==> config.mk <==
export PLATFORM = sky130hd
export DESIGN_NAME = icache_assoc
export DESIGN_NICKNAME = d
export VERILOG_FILES = /design/src/rtl/icache_assoc.sv
export SDC_FILE = /design/constraint.sdc
export NUM_CORES = 2
export LEC_CHECK = 0
export CAP_MARGIN = 20
export CELL_PAD_IN_SITES_DETAIL_PLACEMENT = 1
export CELL_PAD_IN_SITES_GLOBAL_PLACEMENT = 1
export CORE_ASPECT_RATIO = 1.4
export CORE_MARGIN = 2
export CORE_UTILIZATION = 57
export CTS_BUF_LIST = sky130_fd_sc_hd__clkbuf_8 sky130_fd_sc_hd__clkbuf_16
export DETAILED_ROUTE_END_ITERATION = 12
export GPL_TIMING_DRIVEN = 0
export PLACE_DENSITY_LB_ADDON = 0.05
export REMOVE_ABC_BUFFERS = 1
export SETUP_SLACK_MARGIN = 0.5
export SLEW_MARGIN = 0
export SYNTH_ARGS = -nofsm -noshare
export SYNTH_HDL_FRONTEND = slang
export SYNTH_MEMORY_MAX_BITS = 65536
export SYNTH_SLANG_ARGS = --single-unit
==> constraint.sdc <==
create_clock -name clk_in -period 5.2 [get_ports clk_in]
set_clock_uncertainty 0.2 [all_clocks]
set_input_delay 1.56 -clock clk_in [delete_from_list [all_inputs] [get_ports clk_in]]
set_output_delay 1.56 -clock clk_in [all_outputs]
set_load 0.01 [all_outputs]
==> src/rtl/icache_assoc.sv <==
`default_nettype none
// ============================================================================
// Module   : icache_assoc
// Purpose  : N-way set-associative instruction cache between the IF stage
//            and the memory allocator. Misses refill a whole line, one word
//            per allocator transaction in ascending order, and the fetched
//            word is returned once the line is complete. Round-robin
//            replacement per set, whole-cache invalidate, and branch-flush
//            abort with drain of an in-flight word.
// Ports    : clk_in/rst_n_in (async active-low), rdy_in global hold,
//            if_*  : fetch request/response to the IF stage,
//            mem_* : single-word read channel to the allocator,
//            clear_branch_in : abort current fetch,
//            invalidate_in   : clear all valid bits.
// Options  : ICACHE_PERF_EN adds hit_cnt_out / miss_cnt_out (saturating).
// Revision : 1.0 - initial release
// ============================================================================
module icache_assoc #(
  parameter int ADDR_W     = 32,
  parameter int SETS       = 16,
  parameter int WAYS       = 2,
  parameter int LINE_WORDS = 4
) (
  input  logic              clk_in,
  input  logic              rst_n_in,
  input  logic              rdy_in,
  input  logic              if_req_in,
  input  logic [ADDR_W-1:0] if_a_in,
  output logic              if_valid_out,
  output logic [31:0]       if_d_out,
  output logic              if_busy_out,
  output logic              mem_req_out,
  output logic [ADDR_W-1:0] mem_a_out,
  input  logic              mem_gr_in,
  input  logic              mem_valid_in,
  input  logic [31:0]       mem_d_in,
  input  logic              clear_branch_in,
  input  logic              invalidate_in
`ifdef ICACHE_PERF_EN
  ,
  output logic [31:0]       hit_cnt_out,
  output logic [31:0]       miss_cnt_out
`endif
);

  localparam int OFF_W = $clog2(LINE_WORDS);
  localparam int IDX_W = $clog2(SETS);
  localparam int WAY_W = (WAYS > 1) ? $clog2(WAYS) : 1;
  localparam int TAG_W = ADDR_W - IDX_W - OFF_W - 2;

  typedef enum logic [1:0] {S_IDLE, S_REQ, S_WAIT, S_DRAIN} state_t;

  state_t r_state, w_state_nxt;

  // Storage: data and tags are not reset, only valid bits and rr pointers.
  logic [31:0]      r_data  [SETS][WAYS][LINE_WORDS];
  logic [TAG_W-1:0] r_tag   [SETS][WAYS];
  logic [WAYS-1:0]  r_valid [SETS];
  logic [WAY_W-1:0] r_rr    [SETS];

  // Miss context latched in IDLE
  logic [TAG_W-1:0] r_tag_l;
  logic [IDX_W-1:0] r_idx_l;
  logic [OFF_W-1:0] r_off_l;
  logic [WAY_W-1:0] r_way_l;
  logic [OFF_W-1:0] r_cnt;
  logic             r_ifv;

  logic [OFF_W-1:0] w_off;
  logic [IDX_W-1:0] w_idx;
  logic [TAG_W-1:0] w_tag;
  logic             w_hit, w_inv_found;
  logic [WAY_W-1:0] w_hit_way, w_inv_way, w_victim;
  logic             w_accept;
  logic             w_last;
  logic             w_unused_lsb;

  assign w_off        = if_a_in[OFF_W+1:2];
  assign w_idx        = if_a_in[OFF_W+IDX_W+1:OFF_W+2];
  assign w_tag        = if_a_in[ADDR_W-1:OFF_W+IDX_W+2];
  assign w_unused_lsb = ^if_a_in[1:0];

  assign w_accept = (r_state == S_IDLE) && if_req_in && !clear_branch_in;
  assign w_last   = (r_cnt == OFF_W'(LINE_WORDS - 1));

  // Tag compare, and lowest-numbered invalid way for victim selection
  always_comb begin
    w_hit       = 1'b0;
    w_hit_way   = '0;
    w_inv_found = 1'b0;
    w_inv_way   = '0;
    for (int w = 0; w < WAYS; w++) begin
      if (r_valid[w_idx][w] && (r_tag[w_idx][w] == w_tag)) begin
        w_hit     = 1'b1;
        w_hit_way = WAY_W'(w);
      end
    end
    for (int w = WAYS - 1; w >= 0; w--) begin
      if (!r_valid[w_idx][w]) begin
        w_inv_found = 1'b1;
        w_inv_way   = WAY_W'(w);
      end
    end
    w_victim = w_inv_found ? w_inv_way : r_rr[w_idx];
  end

  always_comb begin
    w_state_nxt = r_state;
    case (r_state)
      S_IDLE: begin
        if (w_accept && !w_hit) w_state_nxt = S_REQ;
      end
      S_REQ: begin
        if (clear_branch_in)  w_state_nxt = mem_gr_in ? S_DRAIN : S_IDLE;
        else if (mem_gr_in)   w_state_nxt = S_WAIT;
      end
      S_WAIT: begin
        // A word arriving together with the flush is itself the drained word
        if (mem_valid_in) begin
          if (clear_branch_in || w_last) w_state_nxt = S_IDLE;
          else                           w_state_nxt = S_REQ;
        end else if (clear_branch_in) begin
          w_state_nxt = S_DRAIN;
        end
      end
      S_DRAIN: begin
        if (mem_valid_in) w_state_nxt = S_IDLE;
      end
      default: w_state_nxt = S_IDLE;
    endcase
  end

  always_ff @(posedge clk_in or negedge rst_n_in) begin
    if (!rst_n_in) begin
      r_state  <= S_IDLE;
      r_ifv    <= 1'b0;
      if_d_out <= '0;
      r_tag_l  <= '0;
      r_idx_l  <= '0;
      r_off_l  <= '0;
      r_way_l  <= '0;
      r_cnt    <= '0;
      for (int s = 0; s < SETS; s++) begin
        r_valid[s] <= '0;
        r_rr[s]    <= '0;
      end
    end else if (rdy_in) begin
      r_state <= w_state_nxt;
      r_ifv   <= 1'b0;
      if (invalidate_in) begin
        for (int s = 0; s < SETS; s++) r_valid[s] <= '0;
      end
      if (w_accept) begin
        if (w_hit) begin
          r_ifv    <= 1'b1;
          if_d_out <= r_data[w_idx][w_hit_way][w_off];
        end else begin
          r_tag_l <= w_tag;
          r_idx_l <= w_idx;
          r_off_l <= w_off;
          r_way_l <= w_victim;
          r_cnt   <= '0;
          r_valid[w_idx][w_victim] <= 1'b0;
          if (!w_inv_found && (WAYS > 1)) r_rr[w_idx] <= r_rr[w_idx] + 1'b1;
        end
      end
      if ((r_state == S_WAIT) && mem_valid_in && !clear_branch_in) begin
        if (r_cnt == r_off_l) if_d_out <= mem_d_in;
        if (w_last) begin
          // Placed after the invalidate loop so a completing line survives it
          r_valid[r_idx_l][r_way_l] <= 1'b1;
          r_ifv <= 1'b1;
        end else begin
          r_cnt <= r_cnt + 1'b1;
        end
      end
    end
  end

  always_ff @(posedge clk_in) begin
    if (rdy_in && (r_state == S_WAIT) && mem_valid_in && !clear_branch_in) begin
      r_data[r_idx_l][r_way_l][r_cnt] <= mem_d_in;
      if (w_last) r_tag[r_idx_l][r_way_l] <= r_tag_l;
    end
  end

  assign if_valid_out = r_ifv && !clear_branch_in;
  assign if_busy_out  = (r_state != S_IDLE);
  assign mem_req_out  = (r_state == S_REQ);
  assign mem_a_out    = {r_tag_l, r_idx_l, r_cnt, 2'b00};

`ifdef ICACHE_PERF_EN
  logic [31:0] r_hit_cnt, r_miss_cnt;

  always_ff @(posedge clk_in or negedge rst_n_in) begin
    if (!rst_n_in) begin
      r_hit_cnt  <= '0;
      r_miss_cnt <= '0;
    end else if (rdy_in && w_accept) begin
      if (w_hit) begin
        if (r_hit_cnt != 32'hFFFF_FFFF) r_hit_cnt <= r_hit_cnt + 32'd1;
      end else begin
        if (r_miss_cnt != 32'hFFFF_FFFF) r_miss_cnt <= r_miss_cnt + 32'd1;
      end
    end
  end

  assign hit_cnt_out  = r_hit_cnt;
  assign miss_cnt_out = r_miss_cnt;
`endif

endmodule
`default_nettype wire

[Yosys cells after proc, flatten, opt, wreduce, memory -nomap -nowiden]
Memories as Yosys holds them, arrays and structs flattened.
Index checks and enable logic that the tools add are counted.
Storage, ports and cells
  input port bits: 72
  logic and storage cells: 174
  flip-flop bits (word level): 116
  RAM bits: 4864
  memories: 2
Memory list
  r_data: depth 16, bits a word 256, rd ports 1, clocked after Yosys merged registers in 0, wr ports 1, line 56  | logic [31:0] r_data [SETS][WAYS][LINE_WORDS];
  r_tag: depth 16, bits a word 48, rd ports 1, clocked after Yosys merged registers in 0, wr ports 1, line 57  | logic [TAG_W-1:0] r_tag [SETS][WAYS];
Operators by class
  bitwise operators: 11
  $lt $le $gt $ge: 14
  mux-type cells: 69
  equal/unequal tests: 11
  reductions and logical operators: 25
  add/subtract/negate cells: 2
Operator list (count)
  128-bit 2-to-1 mux: 4
  32-bit 2-to-1 mux: 14
  256-bit 2-to-1 mux: 1
  128-bit demux with 1-bit select: 1
  32-bit binary-select mux with 2-bit select: 1
  32-bit demux with 2-bit select: 1
  24-bit equality test: 2
  48-bit 2-to-1 mux: 1
  32-bit AND: 1
  32-bit inverter: 1
  32-bit OR: 1
  2-bit 2-to-1 mux: 15
  24-bit demux with 1-bit select: 1
  24-bit 2-to-1 mux: 1
  1-bit 2-to-1 mux: 20
  1-bit logical AND: 17
  16-bit bitwise mux: 1
  2-bit demux with 4-bit select: 2
  5-bit >= comparator, second input constant: 2
  5-bit by 1-bit less-than comparator with 1-bit output, second input constant: 2
  4-bit inverter with 5-bit output: 2
  2-bit binary-select mux with 4-bit select: 1
  2-bit case mux with 4 select lines: 1
  2-bit equality test, second input constant: 3
  27 further kinds: 36

[Depth between registers and ports, before layout]
  word-level depth: 21
  mapped depth: 18

[Worst setup path after synthesis]
Ideal clock, no wire load.
  path type: input -> register
  from: input port if_a_in[5]
  to: register if_d_out[0]
  data arrival time: 4.723 ns
  cell stages on the path: 15
  path slack: 0.145 ns
  setup time: 0.132 ns
  cell sequence: buf_6 > buf_4 > buf_6 > buf_6 > buf_6 > buf_4 > buf_2 > buf_2 > clkbuf_1 > buf_1 > mux4_2 > mux4_2 > mux2_2 > o21ai_0 > o21ai_1
On the way
  longest elaborated chain between the ends: 17
RTL lines
  from (decl): line 28  | input logic [ADDR_W-1:0] if_a_in,
  parallel branches: the longest is 13 deep, another holds memory 16 x 48 bit
  32-bit 2-to-1 mux *: line 154  | if (w_hit) begin
  32-bit 2-to-1 mux *: line 153  | if (w_accept) begin
  32-bit 2-to-1 mux: line 168  | if (r_cnt == r_off_l) if_d_out <= mem_d_in;
  32-bit 2-to-1 mux *: line 167  | if ((r_state == S_WAIT) && mem_valid_in && !clear_branch_in) begin
  to (signal assigned): line 156  | if_d_out <= r_data[w_idx][w_hit_way][w_off];
  to (signal assigned): line 168
  to (decl): line 30  | output logic [31:0] if_d_out,
Every way passes the cells marked *. The select of a mux whose other input is x is not followed.
A chain may end at the register's enable or synchronous reset.

[Worst setup path after layout]
  from: input port if_a_in[5]
  to: register if_d_out[22]
The elaborated chain is that of the path after synthesis.

==> results.md <==
* Run status: finished, violations left
* Failing checks: capacitance limit, setup timing
* Final Critical Period at 5320 ps
* Clock-pin slew on the worst setup and hold paths at 70 ps
* Sink Count at around 5000
* Number of DRC markers in iteration 0 at between 10000 and 15000
* Clock Tree Root: clkbuf_16
* Pre-antenna DRT Iters at 8
* Die height at 691 um
* Area growth from synthesis to layout at 17.5%
* Routed wire length at 568000 um
* CP Data Required Time at 5810 ps
* CTS tree: done
* Wirelength per Cell at 42.0 um
* CTS Buffer Depth at 4
* Ys async rst share at 0.0233
* Fmax at ~0.19 GHz
* DRC at 0
* Setup violators final at 18
* Crit-path cells: buf_16 -> buf_16 -> buf_16 -> buf_16 -> buf_16 -> buf_12 -> bufbuf_16 -> mux4_2 -> mux2i_1 -> mux2i_2 -> xnor2_2 -> nand4_1 -> nor4b_4 -> and4bb_4 -> o211ai_4 -> clkbuf_16 -> buf_16 -> clkbuf_16 -> a31oi_1 -> o21ai_1
* Initial antenna violation count at 29
* Max-slew violation count at 0
* GR Util All Layers at 0.331
* Post-Synthesis Cells at 7995
* Worst skew pair latency at 990 ps
* Initial core utilization at 0.572
* Nets at 8776
* I/O pins at 139
* GPL Wtd Cong at slightly below 0.8
* Sequential element share of the synthesized area at 0.776
* Final Hold Slack at 298 ps
* Commonest cells after routing, fill and taps aside: 4864 x edfxtp_1, 1466 x mux4_2, 469 x clkbuf_16
* Total power at 86.7 mW
* Post-synth EDFFs at just under 5000
* IO buf count at 134
* Slowest-stage cell, CP: nor4b_4
* Dpl cells at roughly 12000
* Finished Cell Area at 226000 um2
* Max-cap viol count at 1
* RSZ-0062 raised after global routing: yes
* Biggest cell delay along the critical path at 370 ps
* Family with the most delay on the worst path: buffers and inverters
* FF+latch count, synth at 4980
* Final worst path period share at 1.02
* Most common cell after layout, fill and taps aside: edfxtp_1
* Pleak at 71.7 nW
* Cell variety after synth at 71
* Place WS at -4520 ps
* Ys flop type: edfxtp_1
* Vias in the first global route at 97804
* Routed vias at 94032
* Core region area at 336000 um2
* CP most frequent cell: buf_16
* P per Cell Area at ~380 nW/um2
* Number of CTS-inserted buffers at 452
* Detail Placement HPWL at 317000 um
* First-pass GRT wire length at approximately 800000 um
* Synthesized area per cell at 24.0 um2
* Worst path bufs/invs at 10
* Worst-case vdd ir drop at 0.000331 V
* Setup crit end kind: register
* Largest net degree at the start of global routing at 137
* Yosys warns at 0
* Worst setup margin at -116 ps
* Crit start category: primary input
* Placed Area at 204000 um2
* Proportion of layout cells with a drive suffix above 1 at 0.354
* Worst Path Max Fanout at 15
* GR Overflow Total at 0
* H-tree Lvls at 5
* Mapped cell area at 192000 um2
* Cell row count at approximately 250
* Max-slew headroom at 0.00827
* Hold/Removal Path Class: in2async
* Fin. Hold Viols at 0
* Die width at 494 um
* Area of the die at 342000 um2
* Crit Path Class: in2reg
* DR vias/cell at slightly below 7
* Tightest Pin Transition at ~1500 ps
* WP data arrival at 5930 ps
* Post-route insts no fill at between 10000 and 15000
* Cts hold-fix bufs at 0
* Remaining antenna violation count after routing at 0
[report_power, final]
part	leakage, nW	total [mW]	switching (mW)	internal, mW
Sequential	45.3	46.1	0.960	45.2
Combinational	18.9	7.33	4.36	2.97
Clock	7.47	33.2	14.9	18.3
Total	71.7	86.7	20.2	66.5
[worst reg2reg max path: stages (launching register included)]
cell	delay, ps
edfxtp_1	420
mux4_2	460
nor2b_1	140
a211oi_1	330
a31oi_1	160
xnor2_2	360
nand4b_1	260
nor4b_4	470
buf_8	230
o211ai_4	180
clkbuf_16	260
buf_16	160
clkbuf_16	190
a31oi_1	200
o21ai_1	90
[registers in the layout (all words and copies together), names as in the netlist]
name	count
if_d_out	32
r_data	4096
r_idx_l	4
r_tag_l	24
r_state	2
r_way_l	1
r_valid	32
r_off_l	2
r_rr	16
r_cnt	2
r_tag	768
r_ifv	1
[layout make-up]
type / instances / area, um2
repair buffers: 701 / 12700
flip-flops and latches: 4980 / 149000
diodes: 11 / 27.5
inverters: 12 / 60.1
well taps: 4445 / 5560
fillers: 24965 / 110000
clock buffers: 472 / 11700
clock inverters: 353 / 2790
multi-input cells: 2553 / 43800
[worst paths after layout]
check                            startpoint           end  slack, ps  cells past startpoint
worst max-delay path             if_a_in[5]  if_d_out[22]       -120                     20
worst min-delay path               rst_n_in    r_tag_l[2]        300                      1
worst max register to register  r_tag[0][8]  if_d_out[22]        940                     14
worst min register to register      r_rr[8]       r_rr[8]        320                      1
max in group asynchronous          rst_n_in   r_valid[23]       3490                      2
min in group clk_in                 r_rr[8]       r_rr[8]        320                      1
[layer usage]
layer	global-route usage	part of all wire
met5	0	0.00027
met3	0.0564	0.088
met2	0.538	0.50
met4	0.128	0.044
met1	0.455	0.37
[logic make-up (layout without fill, tap and decap cells)]
family / after synthesis / in the layout / synth area share
xor gates and xnor gates: 63 / 63 / 0.00287
muxes: 1732 / 1732 / 0.187
AOI/OAI and AO/OA: 350 / 350 / 0.0117
other: 1 / 13 / 0.0000195
adders and majority gates: 4 / 4 / 0.000261
and+or+nand+nor: 392 / 402 / 0.00986
DFF: 4980 / 4980 / 0.776
buffers and inverters: 473 / 1538 / 0.0124
[per-stage QoR]
step	TNS [ps]	utilization
after global placement	-	0.585
final	-956	0.672
after detailed placement	-1786200	0.609
after global routing	-969	0.672
after CTS	0	0.664
after floorplan	-638100	-
[cells in the mapped netlist (4+ instances only)]
master,number,share of area
edfxtp_1,4864,0.76
mux4_2,1466,0.17
clkbuf_1,178,0.0035
nor2_1,175,0.0034
buf_2,164,0.0043
mux2i_1,154,0.0080
o21ai_0,128,0.0033
dfrtp_1,116,0.015
mux2_2,88,0.0052
nand2_1,81,0.0016
buf_1,45,0.00088
a31oi_1,41,0.0013
buf_4,41,0.0016
and2_1,40,0.0013
xnor2_1,33,0.0015
o22a_1,32,0.0015
o311ai_0,32,0.0015
o21ai_1,31,0.00081
buf_6,30,0.0018
xor2_1,30,0.0014
o22ai_1,28,0.00091
nand3_1,20,0.00052
mux2_4,16,0.0013
nor2b_1,16,0.00052
nor3_2,16,0.00083
a22oi_1,12,0.00047
inv_1,11,0.00022
a211oi_1,10,0.00039
a21oi_1,8,0.00021
mux2_1,8,0.00047
nor3_1,8,0.00021
nand2b_1,6,0.00020
nand4_1,6,0.00020
nor4_1,6,0.00020
a221oi_1,5,0.00023
and3_1,4,0.00013
ha_1,4,0.00026
[repair_timing]
action | CTS | global route
resized for setup | 259 | 204
setup buffers | 70 | 112
pin swaps | 56 | 65
setup endpoints to repair | 1146 | 558
cloned | 69 | 10
hold endpoints to repair | 0 | 0
Note: power is estimated with default switching activity, not from simulation.
